File: config.mk
export PLATFORM = sky130hd
export DESIGN_NAME = mdu_sequencer
export DESIGN_NICKNAME = d
export VERILOG_FILES = /design/src/rtl/mdu_sequencer.sv
export SDC_FILE = /design/constraint.sdc
export NUM_CORES = 1
export LEC_CHECK = 0
export CAP_MARGIN = 20
export CORE_ASPECT_RATIO = 0.9
export CORE_MARGIN = 3
export CORE_UTILIZATION = 55
export DETAILED_ROUTE_END_ITERATION = 10
export GPL_TIMING_DRIVEN = 0
export PLACE_DENSITY = 0.76
export SLEW_MARGIN = 15
export SYNTH_ARGS = -nofsm -noshare
export SYNTH_HDL_FRONTEND = slang
export SYNTH_SLANG_ARGS = --single-unit
export TNS_END_PERCENT = 50
File: constraint.sdc
create_clock -name clk -period 4 [get_ports clk]
set_clock_uncertainty 0.15 [all_clocks]
set_input_delay 0.8 -clock clk [delete_from_list [all_inputs] [get_ports clk]]
set_output_delay 0.8 -clock clk [all_outputs]
set_load 0.02 [all_outputs]
File: src/rtl/mdu_sequencer.sv
// Iterative multiply/divide unit beside the EX-stage ALU. It runs a 32-step shift-add
// multiply or restoring divide on operand magnitudes, fixes the signs, and owns HI/LO.
module mdu_sequencer #(
  parameter int ITER = 32
) (
  input  logic        clk,
  input  logic        rst,
  input  logic        start,
  input  logic [1:0]  op,
  input  logic [31:0] rs_data,
  input  logic [31:0] rt_data,
  input  logic        flush,
  input  logic        hi_we,
  input  logic        lo_we,
  input  logic [31:0] wdata,
  output logic        busy,
  output logic        stall,
  output logic        done,
  output logic        div_by_zero,
  output logic [31:0] hi,
  output logic [31:0] lo
);

  localparam int CW = (ITER > 1) ? $clog2(ITER) : 1;

  typedef enum logic [1:0] {
    S_IDLE,
    S_RUN,
    S_FIX
  } state_t;

  state_t        r_state;
  state_t        w_state_next;

  logic [CW-1:0] r_cnt;
  logic          r_is_div;
  logic          r_neg_q;
  logic          r_neg_r;
  logic          r_dbz;
  logic [31:0]   r_a;
  logic [31:0]   r_b;
  logic [31:0]   r_acc;
  logic [31:0]   r_hi;
  logic [31:0]   r_lo;
  logic          r_done;
  logic          r_dbz_pulse;

  logic          w_idle;
  logic          w_accept;
  logic          w_last;
  logic          w_signed;
  logic          w_rs_neg;
  logic          w_rt_neg;
  logic [31:0]   w_rs_mag;
  logic [31:0]   w_rt_mag;
  logic          w_start_dbz;
  logic [32:0]   w_mul_sum;
  logic [32:0]   w_div_shift;
  logic          w_div_ge;
  logic [31:0]   w_div_diff;
  logic [63:0]   w_prod;
  logic [63:0]   w_prod_fix;
  logic [31:0]   w_quot_fix;
  logic [31:0]   w_rem_fix;
  logic          w_commit;

  assign w_idle      = (r_state == S_IDLE);
  assign w_accept    = w_idle & start & ~flush;
  assign w_last      = (r_cnt == CW'(ITER - 1));
  assign w_signed    = ~op[0];
  assign w_rs_neg    = w_signed & rs_data[31];
  assign w_rt_neg    = w_signed & rt_data[31];
  assign w_rs_mag    = w_rs_neg ? -rs_data : rs_data;
  assign w_rt_mag    = w_rt_neg ? -rt_data : rt_data;
  assign w_start_dbz = op[1] & (rt_data == 32'd0);

  // Multiply: r_acc is the running high half, r_b shifts out multiplier bits into the low half.
  assign w_mul_sum   = r_b[0] ? ({1'b0, r_acc} + {1'b0, r_a}) : {1'b0, r_acc};

  // Divide: r_acc is the partial remainder, r_b shifts dividend bits out and quotient bits in.
  assign w_div_shift = {r_acc, r_b[31]};
  assign w_div_ge    = (w_div_shift >= {1'b0, r_a});
  assign w_div_diff  = w_div_shift[31:0] - r_a;

  assign w_prod      = {r_acc, r_b};
  assign w_prod_fix  = r_neg_q ? -w_prod : w_prod;
  assign w_quot_fix  = r_neg_q ? -r_b : r_b;
  assign w_rem_fix   = r_neg_r ? -r_acc : r_acc;

  assign w_commit    = (r_state == S_FIX) & ~flush;

  always_ff @(posedge clk or negedge rst) begin
    if (!rst) begin
      r_state <= S_IDLE;
    end else begin
      r_state <= w_state_next;
    end
  end

  always_comb begin
    w_state_next = r_state;
    case (r_state)
      S_IDLE: begin
        if (w_accept) begin
          w_state_next = w_start_dbz ? S_FIX : S_RUN;
        end
      end
      S_RUN: begin
        if (flush) begin
          w_state_next = S_IDLE;
        end else if (w_last) begin
          w_state_next = S_FIX;
        end
      end
      S_FIX:   w_state_next = S_IDLE;
      default: w_state_next = S_IDLE;
    endcase
  end

  always_ff @(posedge clk or negedge rst) begin
    if (!rst) begin
      r_cnt    <= '0;
      r_is_div <= 1'b0;
      r_neg_q  <= 1'b0;
      r_neg_r  <= 1'b0;
      r_dbz    <= 1'b0;
      r_a      <= '0;
      r_b      <= '0;
      r_acc    <= '0;
    end else if (w_accept) begin
      r_cnt    <= '0;
      r_is_div <= op[1];
      r_neg_q  <= w_rs_neg ^ w_rt_neg;
      r_neg_r  <= op[1] & w_rs_neg;
      r_dbz    <= w_start_dbz;
      r_a      <= op[1] ? w_rt_mag : w_rs_mag;
      r_b      <= (op[1] && !w_start_dbz) ? w_rs_mag : (op[1] ? 32'd0 : w_rt_mag);
      // A zero divisor parks the raw dividend in r_acc so FIX can return it in HI.
      r_acc    <= w_start_dbz ? rs_data : 32'd0;
    end else if (r_state == S_RUN) begin
      r_cnt <= r_cnt + CW'(1);
      if (r_is_div) begin
        r_acc <= w_div_ge ? w_div_diff : w_div_shift[31:0];
        r_b   <= {r_b[30:0], w_div_ge};
      end else begin
        r_acc <= w_mul_sum[32:1];
        r_b   <= {w_mul_sum[0], r_b[31:1]};
      end
    end
  end

  always_ff @(posedge clk or negedge rst) begin
    if (!rst) begin
      r_hi        <= '0;
      r_lo        <= '0;
      r_done      <= 1'b0;
      r_dbz_pulse <= 1'b0;
    end else begin
      r_done      <= w_commit;
      r_dbz_pulse <= w_commit & r_dbz;
      if (w_commit) begin
        if (r_dbz) begin
          r_hi <= r_acc;
          r_lo <= 32'hFFFF_FFFF;
        end else if (r_is_div) begin
          r_hi <= w_rem_fix;
          r_lo <= w_quot_fix;
        end else begin
          r_hi <= w_prod_fix[63:32];
          r_lo <= w_prod_fix[31:0];
        end
      end else if (w_idle && !start) begin
        if (hi_we) begin
          r_hi <= wdata;
        end
        if (lo_we) begin
          r_lo <= wdata;
        end
      end
    end
  end

  assign busy        = (r_state == S_RUN) | (r_state == S_FIX);
  assign stall       = busy | w_accept;
  assign done        = r_done;
  assign div_by_zero = r_dbz_pulse;
  assign hi          = r_hi;
  assign lo          = r_lo;

endmodule
==> results.yml <==
flow_run:
  maxCapViolCount: 0
layout:
  fin_nets: 2441
  syn_to_final_growth_pct: 17.9
  drive_above_1_share_pct: 4.00
  fillers: 2529
  final_area_sq_um: 18900
  diodes: 0
floorplan:
  core_sq_um: 28300
  start_util_pct: 56.5
  io_pins: 172
  dieArea_sq_um: 31200
  chipWidth_um: 186
  fp-row-count: 58
  die_h_um: 168
cts:
  clkSlewWorstSetupHoldPaths_ns: 0.08
  cts_hold_buf: 0
  insertion_delay_ns: 0.46
  cts_tree: "built"
  clock-root-buffer: "clkbuf_16"
  clock_sinks: 173
  htreeDepth: 4
  clk_path_buf_depth: 2
  numCtsBuffers: 17
synthesis:
  synth_ff_type: "dfrtp_1"
  synthDistinctLibCells: 86
  synth_cells: 2071
  synth_seq_cells: 173
  synth.avg_cell_area_sq_um: 7.72
  synth-edff-count: 0
  syn_nets: 2250
  yosysWarnings: 0
  async_flop_share_pct: 100
  yosysSeqAreaShare_pct: 27.1
  syn_area_sq_um: 16000
place:
  gp_congestion: 1.08
  hpwl_um: 55100
  dp_slack_ns: -0.299
  io_buffers: 171
  postPlaceCellArea_sq_um: 18200
sta:
  worstMarginPinSlew_ns: 1.03
  fin_setup_tns_ns: 0
  rsz0062_at_grt: "false"
  slew_violations: 0
  max_slew_margin_pct: 31.4
  final_hold_viol_count: 0
  fin_crit_ns: 3.93
  fin_crit_sh_pct: 98.2
  fmax_mhz: 255
  setup_ws_ns: 0.0723
  finalSetupViolations: 0
worst_setup_path:
  worstSetupStartpointType: "flop"
  crit_arrival_ns: 4.11
  reg2reg_slack_ns: 0.07
  critPathCaptureType: "flop"
  worstPathMaxFanout: 10
  reg2reg_depth: 13
  required_ns: 4.19
  crit_type: "reg -> reg"
  r2r_start: "r_acc[14]"
  endpoint: "r_acc[28]"
  startpoint: "r_acc[14]"
  regToRegEndpoint: "r_acc[28]"
routing:
  vias: 18216
  first_pass_iters: 7
  ant_nets: 0
  via_per_inst: 6.92
  drtIter0Drc: 2777
  drc: 0
  routedWlPerCell_um: 26.4
  wl_um: 69600
power:
  power_density_nw_per_um2: 998
  peakVddDrop_uv: 632
  leakagePower_nw: 7.74
hold_path:
  hold_class: "in -> async"
status:
  outcome: "completed"
global_route:
  grt_max_degree: 92
  grt_overflow: 0
  first_global_vias: 16859
  grt_usage_pct: 43.4
  antenna_found_initial: 4
  grt_pass1_wl_um: 102000
## final cells by class
| cell class | count | area [sq um] | share of cell area [%] |
|---|---|---|---|
| multi-input cells | 1676 | 10800 | 57.5 |
| flip-flops and latches | 173 | 4330 | 23.0 |
| repair buffers | 173 | 1750 | 9.29 |
| plain buffers | 153 | 618 | 3.28 |
| well taps | 360 | 450 | 2.39 |
| clock buffers | 17 | 425 | 2.26 |
| inverters | 68 | 259 | 1.37 |
| clock inverters | 14 | 181 | 0.962 |
## sequential cells by signal, summed over array words and instances (netlist names)
signal / flops
div_by_zero: 1
done: 1
hi: 32
lo: 32
r_a: 32
r_acc: 32
r_b: 32
r_cnt: 5
r_dbz: 1
r_is_div: 1
r_neg_q: 1
r_neg_r: 1
r_state: 2
## kinds of logic (layout without fill, tap and decap cells)
family,count (synthesis),after routing,share of synthesized area (%)
simple gates,659,659,19.1
fa+ha+maj,75,75,5.96
compound gates,669,669,26.6
xor+xnor,176,176,9.64
buf+inv,222,425,5.48
mux,97,97,6.17
flops,173,173,27.1
## repair_timing
action	in CTS	in global routing
setup buffers	1	0
pin swaps	0	1
setup endpoints to repair	3	31
resized for setup	2	13
## critical path, cell delays in order (launching register included)
cell      delay, ns
dfrtp_1        0.57
ha_1           0.38
clkbuf_1       0.29
nand2_1        0.19
o21ai_1        0.27
a221oi_1       0.11
o21ai_0        0.33
a31oi_4        0.11
a21oi_4        0.45
buf_6          0.27
buf_6          0.18
o21ai_1        0.07
a21oi_1        0.31
o21ai_1        0.11
## layout by cell type (no fill, tap or decap), types with 6 or more instances in the layout
cell type and n:
o21ai_1 35, a311oi_1 20, o21a_1 8, o31ai_1 21, mux2_2 8, buf_2 7
ha_1 73, and2_1 8, a221oi_1 8, a21o_1 33, inv_1 65, nor2b_1 17
nand2b_1 14, a32oi_1 30, xor2_1 81, a22oi_1 13, nor4_1 19, clkbuf_1 123
a21oi_1 187, buf_1 17, xnor2_1 95, clkdlybuf4s50_1 170, o21ai_0 154, nand2_1 274
o41ai_1 14, o211ai_1 39, o22ai_1 7, mux2i_1 84, a21boi_0 7, a211oi_1 24
clkbuf_16 17, nand4_1 19, a31oi_1 20, nand3_1 34, or4_1 7, and3_1 10
o221ai_1 6, nor3_1 39, dfrtp_1 170, nor2_1 175
## how the worst min path moves through the flow
stage          startpoint  endpoint  slack, ns  depth (start not counted)
6_report              rst    lo[27]       0.17                          1
5_1_grt               rst    lo[27]       0.21                          1
4_1_cts               rst    lo[27]       0.22                          1
3_5_place_dp     r_cnt[4]  r_cnt[4]       0.38                          2
3_3_place_gp     r_cnt[4]  r_cnt[4]       0.36                          2
2_1_floorplan     r_a[27]   r_a[27]       0.33                          2
## synth_stat cells (5+ instances only)
| cell type | number | area (sq um) |
|---|---|---|
| a31oi_1 | 20 | 125 |
| nor2b_1 | 17 | 106 |
| and3_1 | 10 | 62.6 |
| xnor2_1 | 95 | 832 |
| o21ai_0 | 155 | 776 |
| o21bai_1 | 5 | 37.5 |
| ha_1 | 73 | 913 |
| a221oi_1 | 10 | 87.6 |
| or4_1 | 7 | 52.6 |
| xor2_1 | 81 | 709 |
| o21a_1 | 8 | 60.1 |
| mux2_2 | 8 | 90.1 |
| or3_1 | 5 | 31.3 |
| a311oi_1 | 20 | 175 |
| a211oi_1 | 24 | 180 |
| a21o_1 | 33 | 248 |
| nand2_1 | 274 | 1030 |
| dfrtp_1 | 173 | 4330 |
| a22oi_1 | 13 | 97.6 |
| o21ai_1 | 34 | 170 |
| o22ai_1 | 7 | 43.8 |
| inv_1 | 66 | 248 |
| a21boi_0 | 7 | 52.6 |
| a21oi_1 | 188 | 941 |
| o31ai_1 | 21 | 158 |
| nand4b_1 | 5 | 43.8 |
| o41ai_1 | 14 | 123 |
| nor2_1 | 176 | 661 |
| nor3_1 | 40 | 200 |
| a32oi_1 | 30 | 263 |
| nand3_1 | 34 | 170 |
| clkbuf_1 | 125 | 469 |
| mux2i_1 | 84 | 841 |
| nor4_1 | 22 | 138 |
| buf_2 | 7 | 35.0 |
| and2_1 | 8 | 50.1 |
| nand2b_1 | 14 | 87.6 |
| o221ai_1 | 6 | 52.6 |
| o211ai_1 | 39 | 293 |
| nand4_1 | 19 | 119 |
| buf_1 | 17 | 63.8 |
| mux2_1 | 5 | 56.3 |
## routing by layer
metal | track usage, % | vias up | wire length [um]
met5 | 0 | - | 49
met4 | 17.9 | 8 | 3500
met3 | 14.4 | 264 | 10400
met2 | 62.0 | 1462 | 28400
met1 | 60.3 | 8618 | 27200
li1 | - | 7864 | -
## metrics by stage
stage	power [mW]	instances	util (%)	hold WS, ns
after floorplan	12.0	2071	-	0.328
after global placement	16.0	2602	64.2	0.362
after detailed placement	16.3	2603	64.3	0.382
after CTS	18.2	2635	66.5	0.216
after global routing	19.8	2634	66.6	0.207
final	18.8	2634	66.6	0.166
## power breakdown
group	switching, mW	internal [mW]
Clock	0.842	0.997
Combinational	8.36	5.03
Sequential	0.995	2.59
Total	10.2	8.62
(Power assumes the default switching activity.)
